==> src/rtl/prefetch_width_down_32i_8o_if.sv <==
// Byte-serialiser handshake bundle: word write side (en/vld) and byte read side (en/vld/last).
// master = upstream/downstream environment, slave = the converter.
interface prefetch_width_down_32i_8o_if #(
  parameter int unsigned RD_DATA_WIDTH = 8,
  parameter int unsigned RATIO         = 4,
  parameter int unsigned DEPTH_WIDTH   = 1
);
  localparam int unsigned WR_DATA_WIDTH = RD_DATA_WIDTH * RATIO;

  logic                     wr_en;
  logic                     wr_vld;
  logic [WR_DATA_WIDTH-1:0] wr_data;
  logic                     rd_en;
  logic                     rd_vld;
  logic [RD_DATA_WIDTH-1:0] rd_data;
  logic                     rd_last;
  logic [DEPTH_WIDTH:0]     word_cnt;

  modport master (
    output wr_en, wr_data, rd_en,
    input  wr_vld, rd_vld, rd_data, rd_last, word_cnt
  );

  modport slave (
    input  wr_en, wr_data, rd_en,
    output wr_vld, rd_vld, rd_data, rd_last, word_cnt
  );
endinterface

==> src/rtl/prefetch_width_down_32i_8o.sv <==
// First-word-fall-through width down-converter: buffers 32-bit words and emits them
// one byte per consume, LSB- or MSB-first, with a small word FIFO in front.
module prefetch_width_down_32i_8o #(
  parameter int unsigned RD_DATA_WIDTH = 8,
  parameter int unsigned RATIO         = 4,
  parameter int unsigned DEPTH_WIDTH   = 1,
  parameter bit          MSB_FIRST     = 1'b0
) (
  input  logic                          clk,
  input  logic                          rst,
  prefetch_width_down_32i_8o_if.slave   bus
);
  localparam int unsigned WR_DATA_WIDTH = RD_DATA_WIDTH * RATIO;
  localparam int unsigned IDX_W         = $clog2(RATIO);
  localparam int unsigned DEPTH         = 2 ** DEPTH_WIDTH;
  localparam int unsigned PTR_W         = DEPTH_WIDTH + 1;

  logic [WR_DATA_WIDTH-1:0] mem_q [DEPTH];
  logic [PTR_W-1:0]         wr_ptr_q, wr_ptr_d;
  logic [PTR_W-1:0]         rd_ptr_q, rd_ptr_d;
  logic [IDX_W-1:0]         byte_idx_q, byte_idx_d;
  logic                     wr_vld_q, wr_vld_d;

  logic                     push_c;
  logic                     pop_byte_c;
  logic                     last_byte_c;
  logic                     rd_vld_c;
  logic [PTR_W-1:0]         word_cnt_c;
  logic [PTR_W-1:0]         cnt_next_c;
  logic [IDX_W-1:0]         sel_c;
  logic [WR_DATA_WIDTH-1:0] head_word_c;
  logic [RD_DATA_WIDTH-1:0] head_bytes_c [RATIO];

  // Handshakes and next-state pointer arithmetic
  always_comb begin
    word_cnt_c  = wr_ptr_q - rd_ptr_q;
    rd_vld_c    = (word_cnt_c != '0);
    push_c      = bus.wr_en && wr_vld_q;
    pop_byte_c  = bus.rd_en && rd_vld_c;
    last_byte_c = (byte_idx_q == IDX_W'(RATIO - 1));

    wr_ptr_d   = wr_ptr_q;
    rd_ptr_d   = rd_ptr_q;
    byte_idx_d = byte_idx_q;

    if (push_c) begin
      wr_ptr_d = wr_ptr_q + PTR_W'(1);
    end
    if (pop_byte_c) begin
      byte_idx_d = byte_idx_q + IDX_W'(1);
      if (last_byte_c) begin
        rd_ptr_d = rd_ptr_q + PTR_W'(1);
      end
    end

    // Registered space flag looks at the post-edge occupancy, so a pop reopens it one cycle later
    cnt_next_c = wr_ptr_d - rd_ptr_d;
    wr_vld_d   = (cnt_next_c < PTR_W'(DEPTH));
  end

  always_ff @(posedge clk or posedge rst) begin
    if (rst) begin
      wr_ptr_q   <= '0;
      rd_ptr_q   <= '0;
      byte_idx_q <= '0;
      wr_vld_q   <= 1'b0;
    end else begin
      wr_ptr_q   <= wr_ptr_d;
      rd_ptr_q   <= rd_ptr_d;
      byte_idx_q <= byte_idx_d;
      wr_vld_q   <= wr_vld_d;
    end
  end

  // Word storage carries no reset; unread entries are never observable
  always_ff @(posedge clk) begin
    if (push_c) begin
      mem_q[wr_ptr_q[DEPTH_WIDTH-1:0]] <= bus.wr_data;
    end
  end

  // Byte select from the head word
  always_comb begin
    head_word_c = mem_q[rd_ptr_q[DEPTH_WIDTH-1:0]];
    for (int i = 0; i < int'(RATIO); i++) begin
      head_bytes_c[i] = head_word_c[i*RD_DATA_WIDTH +: RD_DATA_WIDTH];
    end
    sel_c = MSB_FIRST ? (IDX_W'(RATIO - 1) - byte_idx_q) : byte_idx_q;
  end

  assign bus.wr_vld   = wr_vld_q;
  assign bus.rd_vld   = rd_vld_c;
  assign bus.rd_data  = rd_vld_c ? head_bytes_c[sel_c] : '0;
  assign bus.rd_last  = rd_vld_c && last_byte_c;
  assign bus.word_cnt = word_cnt_c;
endmodule
==> src/flat_wrapper.sv <==
// flat-port wrapper written by rule: the top's interface ports become plain ports
module prefetch_width_down_32i_8o_flat 
#(
  parameter int unsigned RD_DATA_WIDTH = 8,
  parameter int unsigned RATIO         = 4,
  parameter int unsigned DEPTH_WIDTH   = 1,
  parameter bit          MSB_FIRST     = 1'b0
)
  (clk, rst, bus_wr_en, bus_wr_data, bus_rd_en, bus_wr_vld, bus_rd_vld, bus_rd_data, bus_rd_last, bus_word_cnt);
  prefetch_width_down_32i_8o_if #(.RD_DATA_WIDTH(RD_DATA_WIDTH), .RATIO(RATIO), .DEPTH_WIDTH(DEPTH_WIDTH)) bus_i ();
  input  logic clk;
  input  logic rst;
  input wire logic [$bits(bus_i.wr_en)-1:0] bus_wr_en;
  input wire logic [$bits(bus_i.wr_data)-1:0] bus_wr_data;
  input wire logic [$bits(bus_i.rd_en)-1:0] bus_rd_en;
  output wire logic [$bits(bus_i.wr_vld)-1:0] bus_wr_vld;
  output wire logic [$bits(bus_i.rd_vld)-1:0] bus_rd_vld;
  output wire logic [$bits(bus_i.rd_data)-1:0] bus_rd_data;
  output wire logic [$bits(bus_i.rd_last)-1:0] bus_rd_last;
  output wire logic [$bits(bus_i.word_cnt)-1:0] bus_word_cnt;
  assign bus_i.wr_en = bus_wr_en;
  assign bus_i.wr_data = bus_wr_data;
  assign bus_i.rd_en = bus_rd_en;
  assign bus_wr_vld = bus_i.wr_vld;
  assign bus_rd_vld = bus_i.rd_vld;
  assign bus_rd_data = bus_i.rd_data;
  assign bus_rd_last = bus_i.rd_last;
  assign bus_word_cnt = bus_i.word_cnt;
  prefetch_width_down_32i_8o #(.RD_DATA_WIDTH(RD_DATA_WIDTH), .RATIO(RATIO), .DEPTH_WIDTH(DEPTH_WIDTH), .MSB_FIRST(MSB_FIRST)) u_core (.clk(clk), .rst(rst), .bus(bus_i));
endmodule
==> config.mk <==
export PLATFORM = sky130hd
export DESIGN_NAME = prefetch_width_down_32i_8o_flat
export DESIGN_NICKNAME = d
export VERILOG_FILES = /design/src/rtl/prefetch_width_down_32i_8o_if.sv /design/src/rtl/prefetch_width_down_32i_8o.sv /design/src/flat_wrapper.sv
export SDC_FILE = /design/constraint.sdc
export NUM_CORES = 1
export LEC_CHECK = 0
export ABC_AREA = 1
export CAP_MARGIN = 20
export CORE_AREA = 2 2 89 91
export CTS_CLUSTER_DIAMETER = 60
export DETAILED_ROUTE_END_ITERATION = 8
export DIE_AREA = 0 0 91 93
export GPL_ROUTABILITY_DRIVEN = 1
export MAX_ROUTING_LAYER = met4
export SETUP_SLACK_MARGIN = 0.15
export SYNTH_ARGS = -nofsm -noshare
export SYNTH_HDL_FRONTEND = slang
export SYNTH_SLANG_ARGS = --single-unit
==> constraint.sdc <==
create_clock -name clk -period 1.7 [get_ports clk]
set_input_delay 0.17 -clock clk [delete_from_list [all_inputs] [get_ports clk]]
set_output_delay 0.17 -clock clk [all_outputs]
set_load 0.01 [all_outputs]
==> out/results.ini <==
[global_route]
grt_pass1_wl_mm=10.45
track_usage=0.1686
grt_pass1_vias=2097
grt_overflow=0
grt_max_degree=35
antenna_found_initial=0

[placed_design]
dpl.cell_count=412
gp_congestion=0.7845
port_buffers=48
hpwl_mm=4.125

[status]
status=finished, violations left
violations=negative setup slack

[layout]
final_nets=369
drive_above_1_share=0.2492
diodes=0
n_fill_cell=691
instances_no_fill=435
syn_to_final_growth_pct=39.96

[detailed_routing]
dr.pass1.iters=4
drc_errors=0
vias_per_cell=4.857
wirelength_mm=6.603
via_count=2113
wl_per_cell_um=15.18
drt_iter0_drc=91
antenna_left=0

[clock_tree]
htreeDepth=3
cts_buffers=9
ctsHoldBuffers=0
worstSkewPairLatency_ns=0.34
cts_num_sinks=71
cts_buffer_depth=2
clk_pin_slew_ns=0.07
cts_root_buffer=clkbuf_8
cts_tree=built

[synthesis]
synth-simple-area-share=0.1232
seq_area_frac_synth=0.7147
synth_fa_ha_area_frac=0.01706
synth_cells=251
syn_nets=291
synth_compound_gate_area_share=0.09723
syn_area_per_cell_um2=11.69
synth.distinct_cells=19
synth_top_family_by_area=simple AND/OR/NAND/NOR gates
syn_area_um2=2934
synth_mux_area_frac=0
ys_ff_latch=71
synth-xor-area-share=0.01194
synth_warnings=0

[critical_path]
path_cells=buf_4, ha_4, nand3_4, buf_6, buf_4, nand2_1, inv_1, buf_2
critPathSlowestCell=dfrtp_1
crit_path_end_kind=output port
timing.rr.start=u_core.rd_ptr_q[0]$_DFF_PP0_
crit_required_ns=1.53
path_max_fanout=6
critPathLaunchType=flop
reg2reg_to=u_core.bus.wr_vld$_DFF_PP0_
crit_type=flop to output port
reg2reg_slack_ns=-0.01
critPathMaxStageDelay_ns=0.41
crit_path_frequent_cell=buf_4
cp_data_arrival_time_ns=1.72
reg2reg_depth=11

[timing]
finalClockSkew_ns=0.006424
finalSetupViolCount=11
drv_slew=0
slew_headroom=0.7788
finalHoldViolCount=0
fmax_mhz=529.0
finalCritPeriodShare=1.112
fin_crit_ns=1.890
worst_pin_slew_ns=0.3315
fin_ws_ns=-0.1904
rsz0062_at_grt=true

[power_and_ir_drop]
peakVddDrop_mv=0.6814
total_power_mw=7.577
p_leak_nw=1.542
power.density_nw_per_um2=1845

[die]
rows=32
core_area_um2=7527
die_area_um2=8463
die_width_um=91
initial_utilization=0.3898
die_y_um=93
ioPinCount=49

[flow_run]
cap_violations=0

[hold_path]
worstHoldPathType=primary input to async pin

-- worst max-delay path, delay by kind of cell, from the launching register on --
kind,cells,cell delay (ns)
adders and majority gates,1,0.27
buffers and inverters,5,0.57
DFF,1,0.41
and+or+nand+nor,2,0.13
-- registers in the layout (all words and copies together) (netlist names) --
name               count
u_core.mem_q          64
u_core.bus.wr_vld      1
u_core.wr_ptr_q        2
u_core.byte_idx_q      2
u_core.rd_ptr_q        2
-- cells by family (layout without fill, tap and decap cells) --
family                   after synthesis  in the layout
AND/OR/NAND/NOR                       91             91
adder cells (fa/ha/maj)                4              4
buffers and inverters                 24            106
AO/OA/AOI/OAI                         57             57
flip-flops                            71             71
XOR/XNOR                               4              4
-- cells in the final DEF, fill, tap and decap left out --
master and count:
buf_2 12, nand3_1 6, o21ai_2 7, xnor2_1 1
nand3_2 1, clkbuf_8 9, nand3_4 1, clkdlybuf4s50_1 36
clkinv_1 1, buf_12 5, o21ai_0 15, nor2_4 5
nor2_2 5, clkbuf_16 1, o21ai_1 34, inv_8 1
dfrtp_1 6, inv_1 11, nand2_1 11, dfrtp_2 1
clkinvlp_4 1, buf_4 14, nor2_1 57, clkbuf_1 1
xor2_1 3, ha_4 1, buf_6 5, ha_1 3
buf_16 2, clkinv_2 3, a21oi_1 1, inv_2 1
edfxtp_1 64, nand2_4 1, buf_8 2, bufbuf_16 1
nand2_2 4
-- per-stage QoR --
stage	cell area, um2	TNS [ns]	setup slack [ns]	hold WS [ns]	utilization
2_1_floorplan	2934	-2.507	-0.03918	-0.02660	-
3_5_place_dp	3714	-2.026	-0.2477	0.4530	0.4934
3_3_place_gp	3714	-2.053	-0.2686	0.4424	0.4934
6_report	4106	-1.461	-0.1904	0.08719	0.5455
4_1_cts	3991	-1.742	-0.1884	0.08521	0.5303
5_1_grt	4106	-2.455	-0.2670	0.1087	0.5455
-- power by group --
group / leakage (nW) / switching (mW) / total, mW / internal [mW]
Sequential: 0.666 / 0.152 / 2.46 / 2.31
Combinational: 0.797 / 2.11 / 4.02 / 1.91
Clock: 0.0793 / 0.584 / 1.09 / 0.508
Total: 1.54 / 2.85 / 7.58 / 4.73
-- final cells by class --
| type | instances | area [um2] | share of cell area |
|---|---|---|---|
| Clock buffer | 10 | 127.6 | 0.03108 |
| Inverter | 13 | 56.30 | 0.01371 |
| Sequential cell | 71 | 2098 | 0.5110 |
| Clock inverter | 5 | 26.28 | 0.006399 |
| Timing Repair Buffer | 78 | 824.5 | 0.2008 |
| Multi-Input combinational cell | 156 | 845.8 | 0.2060 |
| Tap cell | 102 | 127.6 | 0.03108 |
-- synthesized netlist by cell type --
master / instances / area share
a21oi_1: 1 / 0.0017
buf_2: 8 / 0.014
buf_4: 1 / 0.0026
clkbuf_1: 1 / 0.0013
clkbuf_2: 1 / 0.0017
dfrtp_1: 7 / 0.060
edfxtp_1: 64 / 0.66
ha_1: 4 / 0.017
inv_1: 12 / 0.015
inv_2: 1 / 0.0013
nand2_1: 13 / 0.017
nand2_2: 3 / 0.0064
nand3_1: 8 / 0.014
nor2_1: 66 / 0.084
nor2_2: 1 / 0.0021
o21ai_0: 35 / 0.060
o21ai_1: 21 / 0.036
xnor2_1: 1 / 0.0030
xor2_1: 3 / 0.0090
-- how the worst max path moves through the flow --
stage	start	endpoint	slack, ns	cells after the start
final	u_core.rd_ptr_q[0]$_DFF_PP0_	bus_rd_last	-0.19	8
after global routing	u_core.rd_ptr_q[0]$_DFF_PP0_	bus_rd_last	-0.27	8
after CTS	u_core.rd_ptr_q[0]$_DFF_PP0_	bus_rd_data[1]	-0.19	9
after detailed placement	u_core.rd_ptr_q[0]$_DFF_PP0_	bus_rd_data[6]	-0.25	8
after global placement	u_core.rd_ptr_q[0]$_DFF_PP0_	bus_rd_data[0]	-0.27	8
after floorplan	u_core.bus.wr_vld$_DFF_PP0_	u_core.mem_q[0][0]$_DFFE_PP_	-0.04	3
-- what timing repair did --
item,CTS,global route
setup buffers,2,1
pin swaps,21,13
resized for setup,88,23
endpoints found under the setup margin,13,13
cloned,3,2
-- layer usage --
| metal | track usage | vias to the layer above | part of all wire |
|---|---|---|---|
| met5 | - | - | 0 |
| li1 | - | 1036 | - |
| met3 | 0.04351 | 10 | 0.040 |
| met1 | 0.1991 | 1019 | 0.44 |
| met2 | 0.2747 | 48 | 0.50 |
| met4 | 0.07576 | 0 | 0.022 |
(Power assumes the default switching activity.)
